`config.mk`:
```
export PLATFORM = sky130hd
export DESIGN_NAME = aq_dtu_trig_bank
export DESIGN_NICKNAME = d
export VERILOG_FILES = /design/src/rtl/aq_dtu_trig_bank.sv
export SDC_FILE = /design/constraint.sdc
export NUM_CORES = 1
export LEC_CHECK = 0
export ABC_AREA = 1
export ABC_CLOCK_PERIOD_IN_PS = 3580
export CAP_MARGIN = 10
export CORE_ASPECT_RATIO = 1.25
export CORE_MARGIN = 3
export CORE_UTILIZATION = 53
export DETAILED_ROUTE_END_ITERATION = 12
export PLACE_DENSITY = 0.71
export SLEW_MARGIN = 20
export SYNTH_ARGS = -nofsm -noshare
export SYNTH_HDL_FRONTEND = slang
export SYNTH_SLANG_ARGS = --single-unit
```
`constraint.sdc`:
```
create_clock -name forever_cpuclk -period 3.58 [get_ports forever_cpuclk]
set_clock_uncertainty 0.15 [all_clocks]
set_input_delay 0.716 -clock forever_cpuclk [delete_from_list [all_inputs] [get_ports forever_cpuclk]]
set_output_delay 0.716 -clock forever_cpuclk [all_outputs]
set_load 0.01 [all_outputs]
```
`src/rtl/aq_dtu_trig_bank.sv`:
```
// aq_dtu_trig_bank: bank of NUM_TRIG mcontrol-style address triggers with
// chaining, hit-count thresholds and an expt-pulse / held-halt handshake.
// Ports: forever_cpuclk/cpurst_b clock and async active-low reset;
//   cfg_wr/cfg_sel/cfg_ctrl/cfg_cnt/cfg_tdata2 per-trigger config write;
//   chk_vld/chk_type/chk_addr address check; dbg_on blocks matching;
//   halt_ack accepts halt_req; expt_req one-cycle pulse; trig_idx cause;
//   hit_vec sticky per-trigger action flags.
module aq_dtu_trig_bank #(
  parameter int NUM_TRIG = 4,
  parameter int ADDR_W   = 40,
  parameter int CNT_W    = 8,
  parameter int SEL_W    = (NUM_TRIG > 1) ? $clog2(NUM_TRIG) : 1
) (
  input  logic                forever_cpuclk,
  input  logic                cpurst_b,
  input  logic                cfg_wr,
  input  logic [SEL_W-1:0]    cfg_sel,
  input  logic [7:0]          cfg_ctrl,
  input  logic [CNT_W-1:0]    cfg_cnt,
  input  logic [ADDR_W-1:0]   cfg_tdata2,
  input  logic                chk_vld,
  input  logic [1:0]          chk_type,
  input  logic [ADDR_W-1:0]   chk_addr,
  input  logic                dbg_on,
  input  logic                halt_ack,
  output logic                halt_req,
  output logic                expt_req,
  output logic [SEL_W-1:0]    trig_idx,
  output logic [NUM_TRIG-1:0] hit_vec
);

  localparam int CW1 = CNT_W + 1;

  typedef enum logic {
    S_IDLE,
    S_PEND
  } state_t;

  state_t state_q;
  state_t state_d;

  logic [7:0]        ctrl_q  [NUM_TRIG];
  logic [CNT_W-1:0]  thr_q   [NUM_TRIG];
  logic [CNT_W-1:0]  cnt_q   [NUM_TRIG];
  logic [ADDR_W-1:0] tdata_q [NUM_TRIG];

  logic [NUM_TRIG-1:0] match;
  logic [NUM_TRIG-1:0] chain;
  logic [NUM_TRIG-1:0] fire;
  logic [NUM_TRIG-1:0] thr_met;
  logic [NUM_TRIG-1:0] wr_hit;
  logic [NUM_TRIG-1:0] act;

  logic             expt_d;
  logic [SEL_W-1:0] idx_d;

  // t ^ (t+1) marks the trailing ones plus the first zero: those bits
  // are don't-care in napot mode. All-ones wraps and matches everything.
  function automatic logic addr_hit(
    input logic [1:0]        mode,
    input logic [ADDR_W-1:0] t,
    input logic [ADDR_W-1:0] a
  );
    logic [ADDR_W-1:0] tp1;
    logic [ADDR_W-1:0] care;
    tp1  = t + ADDR_W'(1);
    care = ~(t ^ tp1);
    unique case (mode)
      2'd0:    addr_hit = (a == t);
      2'd1:    addr_hit = ((a ^ t) & care) == '0;
      2'd2:    addr_hit = (a >= t);
      default: addr_hit = (a < t);
    endcase
  endfunction

  always_comb begin
    logic             run;
    logic             pc;
    logic             found;
    logic             win_halt;
    logic [SEL_W-1:0] win;
    logic             type_ok;
    logic             idle;

    match    = '0;
    chain    = '0;
    fire     = '0;
    thr_met  = '0;
    wr_hit   = '0;
    act      = '0;
    run      = 1'b0;
    pc       = 1'b0;
    found    = 1'b0;
    win_halt = 1'b0;
    win      = '0;
    type_ok  = 1'b0;
    idle     = (state_q == S_IDLE);

    for (int i = 0; i < NUM_TRIG; i++) begin
      chain[i] = (i < NUM_TRIG - 1) ? ctrl_q[i][6] : 1'b0;
      type_ok  = (chk_type == 2'd0 && ctrl_q[i][1])
              || (chk_type == 2'd1 && ctrl_q[i][2])
              || (chk_type == 2'd2 && ctrl_q[i][3]);
      match[i] = ctrl_q[i][0] && type_ok && chk_vld
              && !dbg_on && idle
              && addr_hit(ctrl_q[i][5:4], tdata_q[i], chk_addr);
      wr_hit[i] = cfg_wr && (int'(cfg_sel) == i);
      thr_met[i] = ({1'b0, cnt_q[i]} + CW1'(1))
                >= {1'b0, thr_q[i]};
    end

    // run stays high only while every member of the current chain
    // group has matched; a group fires at its final member.
    for (int i = 0; i < NUM_TRIG; i++) begin
      run     = match[i] && (run || !pc);
      fire[i] = run && !chain[i];
      act[i]  = fire[i] && thr_met[i] && !wr_hit[i];
      pc      = chain[i];
    end

    for (int i = 0; i < NUM_TRIG; i++) begin
      if (act[i] && !found) begin
        found    = 1'b1;
        win      = SEL_W'(i);
        win_halt = ctrl_q[i][7];
      end
    end

    state_d = state_q;
    expt_d  = 1'b0;
    idx_d   = trig_idx;
    unique case (state_q)
      S_IDLE: begin
        if (found) begin
          idx_d = win;
          if (win_halt) state_d = S_PEND;
          else          expt_d  = 1'b1;
        end
      end
      S_PEND: begin
        if (halt_ack) state_d = S_IDLE;
      end
      default: state_d = S_IDLE;
    endcase
  end

  assign halt_req = (state_q == S_PEND);

  always_ff @(posedge forever_cpuclk or negedge cpurst_b) begin
    if (!cpurst_b) begin
      state_q  <= S_IDLE;
      expt_req <= 1'b0;
      trig_idx <= '0;
      hit_vec  <= '0;
      for (int i = 0; i < NUM_TRIG; i++) begin
        ctrl_q[i]  <= '0;
        thr_q[i]   <= '0;
        cnt_q[i]   <= '0;
        tdata_q[i] <= '0;
      end
    end else begin
      state_q  <= state_d;
      expt_req <= expt_d;
      trig_idx <= idx_d;
      for (int i = 0; i < NUM_TRIG; i++) begin
        if (wr_hit[i]) begin
          ctrl_q[i]  <= cfg_ctrl;
          thr_q[i]   <= cfg_cnt;
          tdata_q[i] <= cfg_tdata2;
          cnt_q[i]   <= '0;
          hit_vec[i] <= 1'b0;
        end else if (fire[i]) begin
          if (thr_met[i]) begin
            cnt_q[i]   <= '0;
            hit_vec[i] <= 1'b1;
          end else if (cnt_q[i] != '1) begin
            cnt_q[i] <= cnt_q[i] + CNT_W'(1);
          end
        end
      end
    end
  end

endmodule

```
-- Word level (Yosys, flattened, before mapping)
Cells that the tools add are included.
- register bits after elaboration: 264
- bits of input ports: 106
- output and inout bits: 8
- logic and storage cells: 241
- add/subtract/negate cells: 12
- order comparisons: 12
- equality and inequality tests: 21
- mux-type cells: 50
- bitwise gates (word level): 17
- reduce and logical (&&, ||, !) cells: 106
- operators with widths (operator ; count):
    40-bit XOR ; 8
    40-bit by 1-bit adder with 40-bit output (second input constant) ; 4
    40-bit AND ; 4
    40-bit equality test ; 4
    40-bit greater-or-equal comparator ; 4
    40-bit logical NOT ; 4
    40-bit less-than comparator ; 4
    40-bit inverter ; 4
    8-bit 2-to-1 mux ; 16
    1-bit logical AND ; 53
    8-bit by 1-bit adder with 9-bit output (second input constant) ; 4
    9-bit by 8-bit greater-or-equal comparator with 1-bit output ; 4
    8-bit by 1-bit adder with 8-bit output (second input constant) ; 4
    8-bit != test (second input constant) ; 4
    1-bit 2-to-1 mux ; 27
    2-bit AND reduction ; 9
    2-bit nonzero test ; 8
    2-bit equality test (second input constant) ; 7
    2-bit by 1-bit equality test with 1-bit output (second input constant) ; 6
    2-bit logical NOT ; 6
    1-bit one-hot mux with 3 select lines ; 4
    3-bit nonzero test ; 4
    1-bit logical NOT ; 11
    1-bit logical OR ; 11
    other kinds (3) ; 4

-- Logic depth before layout (Yosys ltp)
Gate-level depths: netlist of the first run.
- depth after elaboration: 25
- depth in mapped cells: 24
- depth with buffers taken out: 24

-- Least setup slack after synthesis of the first run
OpenSTA, ideal clock, no wires.
- path type: input to register
- from: input chk_addr[15]
- to: register cnt_q[14] (netlist name)
- library setup time: 0.125 ns
- arrival: 2.814 ns
- required time: 3.305 ns
- setup slack: 0.491 ns
- cell stages on the path: 20
- buffers on the path: 0
- cells stage by stage: ha_1 -> nand2_1 -> nor3_1 -> nand2_1 -> or2_1 -> nor2_1 -> nand2_1 -> nand3_1 -> nand2_1 -> a21oi_1 -> nand2_1 -> nand2_1 -> nand2_1 -> nand2_1 -> nand2_1 -> or2_1 -> nand2_1 -> inv_1 -> nand2_1 -> o21ai_1
- cells in the longest elaborated chain, start to end: 12
- elaborated cells between the ends (all ways): 31
- classes of those cells: 6 x order compare; 3 x eq/ne; 3 x mux; 6 x bitwise; 13 x reduce/logical
- ends and longest elaborated chain (item ; RTL line ; source):
    start: declaration ; 23 ; input logic [ADDR_W-1:0] chk_addr,
    branches (longest 8 deep; another with 40-bit less-than comparator) ; - ;
    1-bit logical AND * ; 115 ; run = match[i] && (run || !pc);
    1-bit logical AND * ; 116 ; fire[i] = run && !chain[i];
    2-bit nonzero test (no source line) * ; - ;
    2-bit AND reduction (no source line) * ; - ;
    end signal: indexed assignment ; 177 ; cnt_q[i] <= cnt_q[i] + CNT_W'(1);
    end: declaration ; 44 ; logic [CNT_W-1:0] cnt_q [NUM_TRIG];
Mark *: on every way between the ends.
A chain may end at the register's enable or synchronous reset.

-- Final worst setup path of the first run
- from: input chk_addr[8]
- to: register state_q, in the netlist halt_req
- cells in the longest elaborated chain, start to end: 21
- elaborated cells between the ends (all ways): 66
- classes of those cells: 8 x order compare; 4 x eq/ne; 15 x mux; 8 x bitwise; 31 x reduce/logical
- ends and longest elaborated chain (item ; RTL line ; source):
    branches (longest 19 deep; another with 40-bit less-than comparator) ; - ;
    1-bit 2-to-1 mux * ; 134 ; if (found) begin
    1-bit one-hot mux with 2 select lines * ; 132 ; unique case (state_q)
    named net state_d ; 40 ; state_t state_d;
    end signal: assignment ; 162 ; state_q <= state_d;
    end: declaration ; 39 ; state_t state_q;
Mark *: on every way through the listed nets, which the timed path passes.

==> results of run 1 <==
## logic make-up (layout without fill, tap and decap cells)
logic type | count (synthesis) | after routing
and+or+nand+nor | 1320 | 1320
adders and majority gates | 200 | 200
buffers and inverters | 476 | 870
DFF | 263 | 263
xor gates and xnor gates | 19 | 19
AOI/OAI and AO/OA | 474 | 474
muxes | 1 | 1
## what timing repair did
item | in CTS | in global routing
pin swaps | 0 | 20
gates resized for setup | 9 | 83
buffers inserted | 0 | 5
endpoints found under the setup margin | 26 | 31
## state kept, by name, indices dropped and copies added (netlist names)
name,cells
chain,3
ctrl_q,28
trig_idx,2
expt_req,1
cnt_q,32
hit_vec,4
thr_q,32
halt_req,1
tdata_q,160
## cells in the mapped netlist, types with 2 or more instances
cell | number | area (sq um)
nand3_1 | 117 | 586
nand3_2 | 2 | 20.0
a211oi_1 | 3 | 22.5
a31o_2 | 4 | 35.0
nor2_1 | 280 | 1050
a21o_1 | 14 | 105
o22ai_1 | 17 | 106
inv_1 | 427 | 1600
a21oi_1 | 105 | 526
o21ai_1 | 16 | 80.1
nand4_1 | 56 | 350
nor3_2 | 2 | 20.0
nor2_4 | 4 | 45.0
dfrtp_1 | 263 | 6580
o21a_1 | 6 | 45.0
o21bai_1 | 18 | 135
xor2_1 | 17 | 149
ha_1 | 200 | 2500
nor3b_1 | 2 | 15.0
nand3b_1 | 8 | 60.1
nor4_1 | 8 | 50.1
and2_1 | 3 | 18.8
buf_1 | 8 | 30.0
xnor2_1 | 2 | 17.5
clkbuf_1 | 39 | 146
nor3_1 | 67 | 335
a31oi_1 | 4 | 25.0
nand2_1 | 751 | 2820
o211ai_1 | 5 | 37.5
o21ai_0 | 274 | 1370
nor2_2 | 7 | 43.8
or2_2 | 5 | 31.3
o31ai_1 | 4 | 30.0
or2_1 | 2 | 12.5
## worst reg2reg max path, cell delays in order (launching register included)
cell and delay [ps]:
dfrtp_2 470, ha_4 170, inv_1 60, nor2_2 120, buf_4 120, nand2_2 80, nor2_4 220, nor2_1 70
nor2_1 130, nand2_2 120, nor2_1 110, nand3_1 90, nor2_1 110, nand2_1 90, nand2_1 90, nand2_2 120
buf_4 170, nor2_2 110, nand3_2 130, nand2_2 110, buf_4 120, nor2_1 50, a21oi_1 170, nand2_1 120
nand2_1 90, nand2_1 50
## final timing paths
path	startpoint	endpoint
min in group forever_cpuclk	hit_vec[1]$_DFFE_PN0P_	hit_vec[1]$_DFFE_PN0P_
min reg2reg	hit_vec[1]$_DFFE_PN0P_	hit_vec[1]$_DFFE_PN0P_
max	chk_addr[8]	halt_req$_DFF_PN0_
min	cpurst_b	cnt_q[11]$_DFFE_PN0P_
max in group asynchronous	cpurst_b	tdata_q[131]$_DFFE_PN0P_
max reg2reg	tdata_q[120]$_DFFE_PN0P_	halt_req$_DFF_PN0_
## per-stage QoR
stage / util [%] / setup TNS (ps)
after floorplan: - / 0
final: 68.1 / 0
after global placement: 64.3 / -21050
after global routing: 68.1 / -971
after CTS: 67.0 / 0
after detailed placement: 64.3 / -23400
## layout make-up
| class | instances | area [sq um] | share of cell area [%] |
|---|---|---|---|
| clock buffers | 38 | 800 | 3.31 |
| well taps | 474 | 593 | 2.46 |
| inverters | 428 | 1610 | 6.66 |
| flip-flops and latches | 263 | 6580 | 27.3 |
| multi-input cells | 2014 | 11000 | 45.7 |
| repair buffers | 390 | 3370 | 14.0 |
| clock inverters | 14 | 140 | 0.581 |
## power groups by stage
| stage | Clock [W] | Sequential (W) | Combinational (W) |
|---|---|---|---|
| after floorplan | 0 | 0.00368 | 0.00181 |
| after global placement | 0 | 0.00377 | 0.00323 |
| after detailed placement | 0 | 0.00378 | 0.00331 |
| after CTS | 0.00307 | 0.00374 | 0.00334 |
| after global routing | 0.00319 | 0.00380 | 0.00383 |
| final | 0.00304 | 0.00376 | 0.00344 |
## layer usage
layer  wire [microns]  global-route usage, %
met4             6630                   27.7
met5                0                      0
met3             4400                   4.85
met1            26500                   40.7
met2            35500                   65.8
==> flow_summary.json, run 1 <==
{
  "drv_cap": 0,
  "p_seq_share_pct": 36.7,
  "hp-class": "input port to async pin",
  "syn_nets": 3059,
  "drc": 0,
  "die_x_microns": 176,
  "power.static_leakage_nw": 12.1,
  "place_inst": 3564,
  "power_density_nw_per_um2": 425,
  "cts-root-buf": "clkbuf_16",
  "gp_congestion": 1.03,
  "crit_cells": 22,
  "p_sw_w": 0.00367,
  "portBuffers": 113,
  "drv_slew": 0,
  "ys_seq_area_share_pct": 34.4,
  "grt_antenna_before_repair": 0,
  "cts_made_buffers": 29,
  "final_hold_viol_count": 0,
  "fill_cells": 3212,
  "synthCells": 2753,
  "critPathTopFamily": "simple AND/OR/NAND/NOR gates",
  "fp.dieH_microns": 218,
  "n_antenna_cell": 0,
  "dieArea_sq_um": 38400,
  "synth_compound_area_share_pct": 13.4,
  "synth-simple-area-share_pct": 28.8,
  "drt-initial-drc-count": 1427,
  "cpPeakStageDelay_ps": 530,
  "path_max_fanout": 4,
  "grt_max_degree": 96,
  "dpl_worst_slack_ps": -722,
  "synth_cell_types": 47,
  "clk_pin_slew_ps": 60,
  "clkPwrFrac_pct": 29.7,
  "netlist_area_sq_um": 19100,
  "place_area_sq_um": 22800,
  "dp_hpwl_mm": 58.6,
  "htree_levels": 1,
  "grt_util_all_layers_pct": 37.3,
  "p_total_w": 0.0102,
  "crit_required_ps": 3910,
  "rows": 77,
  "finalCritPeriodShare_pct": 99.6,
  "layout_common_cells": "nand2_1, inv_1, o21ai_0",
  "path_buf_inv": 3,
  "routed_wl_mm": 73.0,
  "path_cells": "clkdlybuf4s50_1, ha_1, nand2_1, nor2_1, nand2_1, or2_1, nor2_2, nand2_1, nand3_1, nand2_1, a21oi_2, nand2_2, buf_4, nor2_2, nand3_2, nand2_2, buf_4, nor2_1, a21oi_1, nand2_1, nand2_1, nand2_1",
  "crit_arrival_ps": 3890,
  "post-route-cell-area_sq_um": 24100,
  "synth_xor_area_share_pct": 0.870,
  "crit_path_end_kind": "register",
  "firstDrtPassIters": 6,
  "wl_per_cell_microns": 20.2,
  "layout.nets": 3432,
  "synth_top_family_by_area": "simple AND/OR/NAND/NOR gates",
  "grt_pass1_vias": 20700,
  "initial_core_util_pct": 53.9,
  "r2r_setup_slack_ps": 40,
  "path_class": "input port to register",
  "final_antenna_net_count": 0,
  "status": "finished clean",
  "path_common_cell": "nand2_1",
  "fmax_ghz": 0.281,
  "via_per_inst": 5.61,
  "p_comb_share_pct": 33.6,
  "final.min_clock_period_ps": 3560,
  "gr-total-overflow": 0,
  "slew_headroom_pct": 41.9,
  "via_count": 20300,
  "setup_viol": 0,
  "area_delta_synth_final_pct": 26.2,
  "clockBufferDepth": 3,
  "grt_pass1_wl_mm": 110,
  "cts_sinks": 263,
  "yosys.area_share.adder_pct": 13.1,
  "rr_worst_depth": 25,
  "worstMarginPinSlew_ps": 871,
  "ys_ff_latch": 263,
  "ys_async_sr_fraction_pct": 100,
  "worst_skew_pair.late_latency_ps": 590,
  "irDropWorstVdd_mv": 0.426,
  "synth_edf_count": 0,
  "final_common_cell": "nand2_1",
  "core_sq_um": 35500,
  "syn_area_per_cell_sq_um": 6.95,
  "synth_flop_cell": "dfrtp_1",
  "rsz0062_at_grt": "true",
  "ctsHoldBuffers": 0,
  "cts_tree": "yes",
  "instances_no_fill": 3621,
  "swShare_pct": 35.8,
  "num_io_pins": 114,
  "synthMuxAreaShare_pct": 0.0523,
  "cp_slowest_cell": "clkdlybuf4s50_1",
  "worst_slack_ps": 15.4,
  "start_kind": "input port",
  "hold_slack_ps": 16.7,
  "drive_gt1_share_pct": 13.2,
  "ys_warn_count": 0,
  "internal-power_w": 0.00658
}
Note: power is estimated with default switching activity, not from simulation.
==> run 2: changes to the inputs <==
--- a/config.mk
+++ b/config.mk
@@ -13,7 +13,6 @@
 export CORE_UTILIZATION = 53
 export DETAILED_ROUTE_END_ITERATION = 12
 export PLACE_DENSITY = 0.71
-export SLEW_MARGIN = 20
 export SYNTH_ARGS = -nofsm -noshare
 export SYNTH_HDL_FRONTEND = slang
 export SYNTH_SLANG_ARGS = --single-unit
==> results of run 2 <==
Same layout as run 1: the final DEF is identical, and so are final timing and power.
==> run 3: changes to the inputs <==
--- a/config.mk
+++ b/config.mk
@@ -13,6 +13,7 @@
 export CORE_UTILIZATION = 53
 export DETAILED_ROUTE_END_ITERATION = 12
 export PLACE_DENSITY = 0.71
+export SLEW_MARGIN = 20
 export SYNTH_ARGS = -nofsm -noshare
 export SYNTH_HDL_FRONTEND = slang
 export SYNTH_SLANG_ARGS = --single-unit
==> results of run 3 <==
Same layout as run 1: the final DEF is identical, and so are final timing and power.
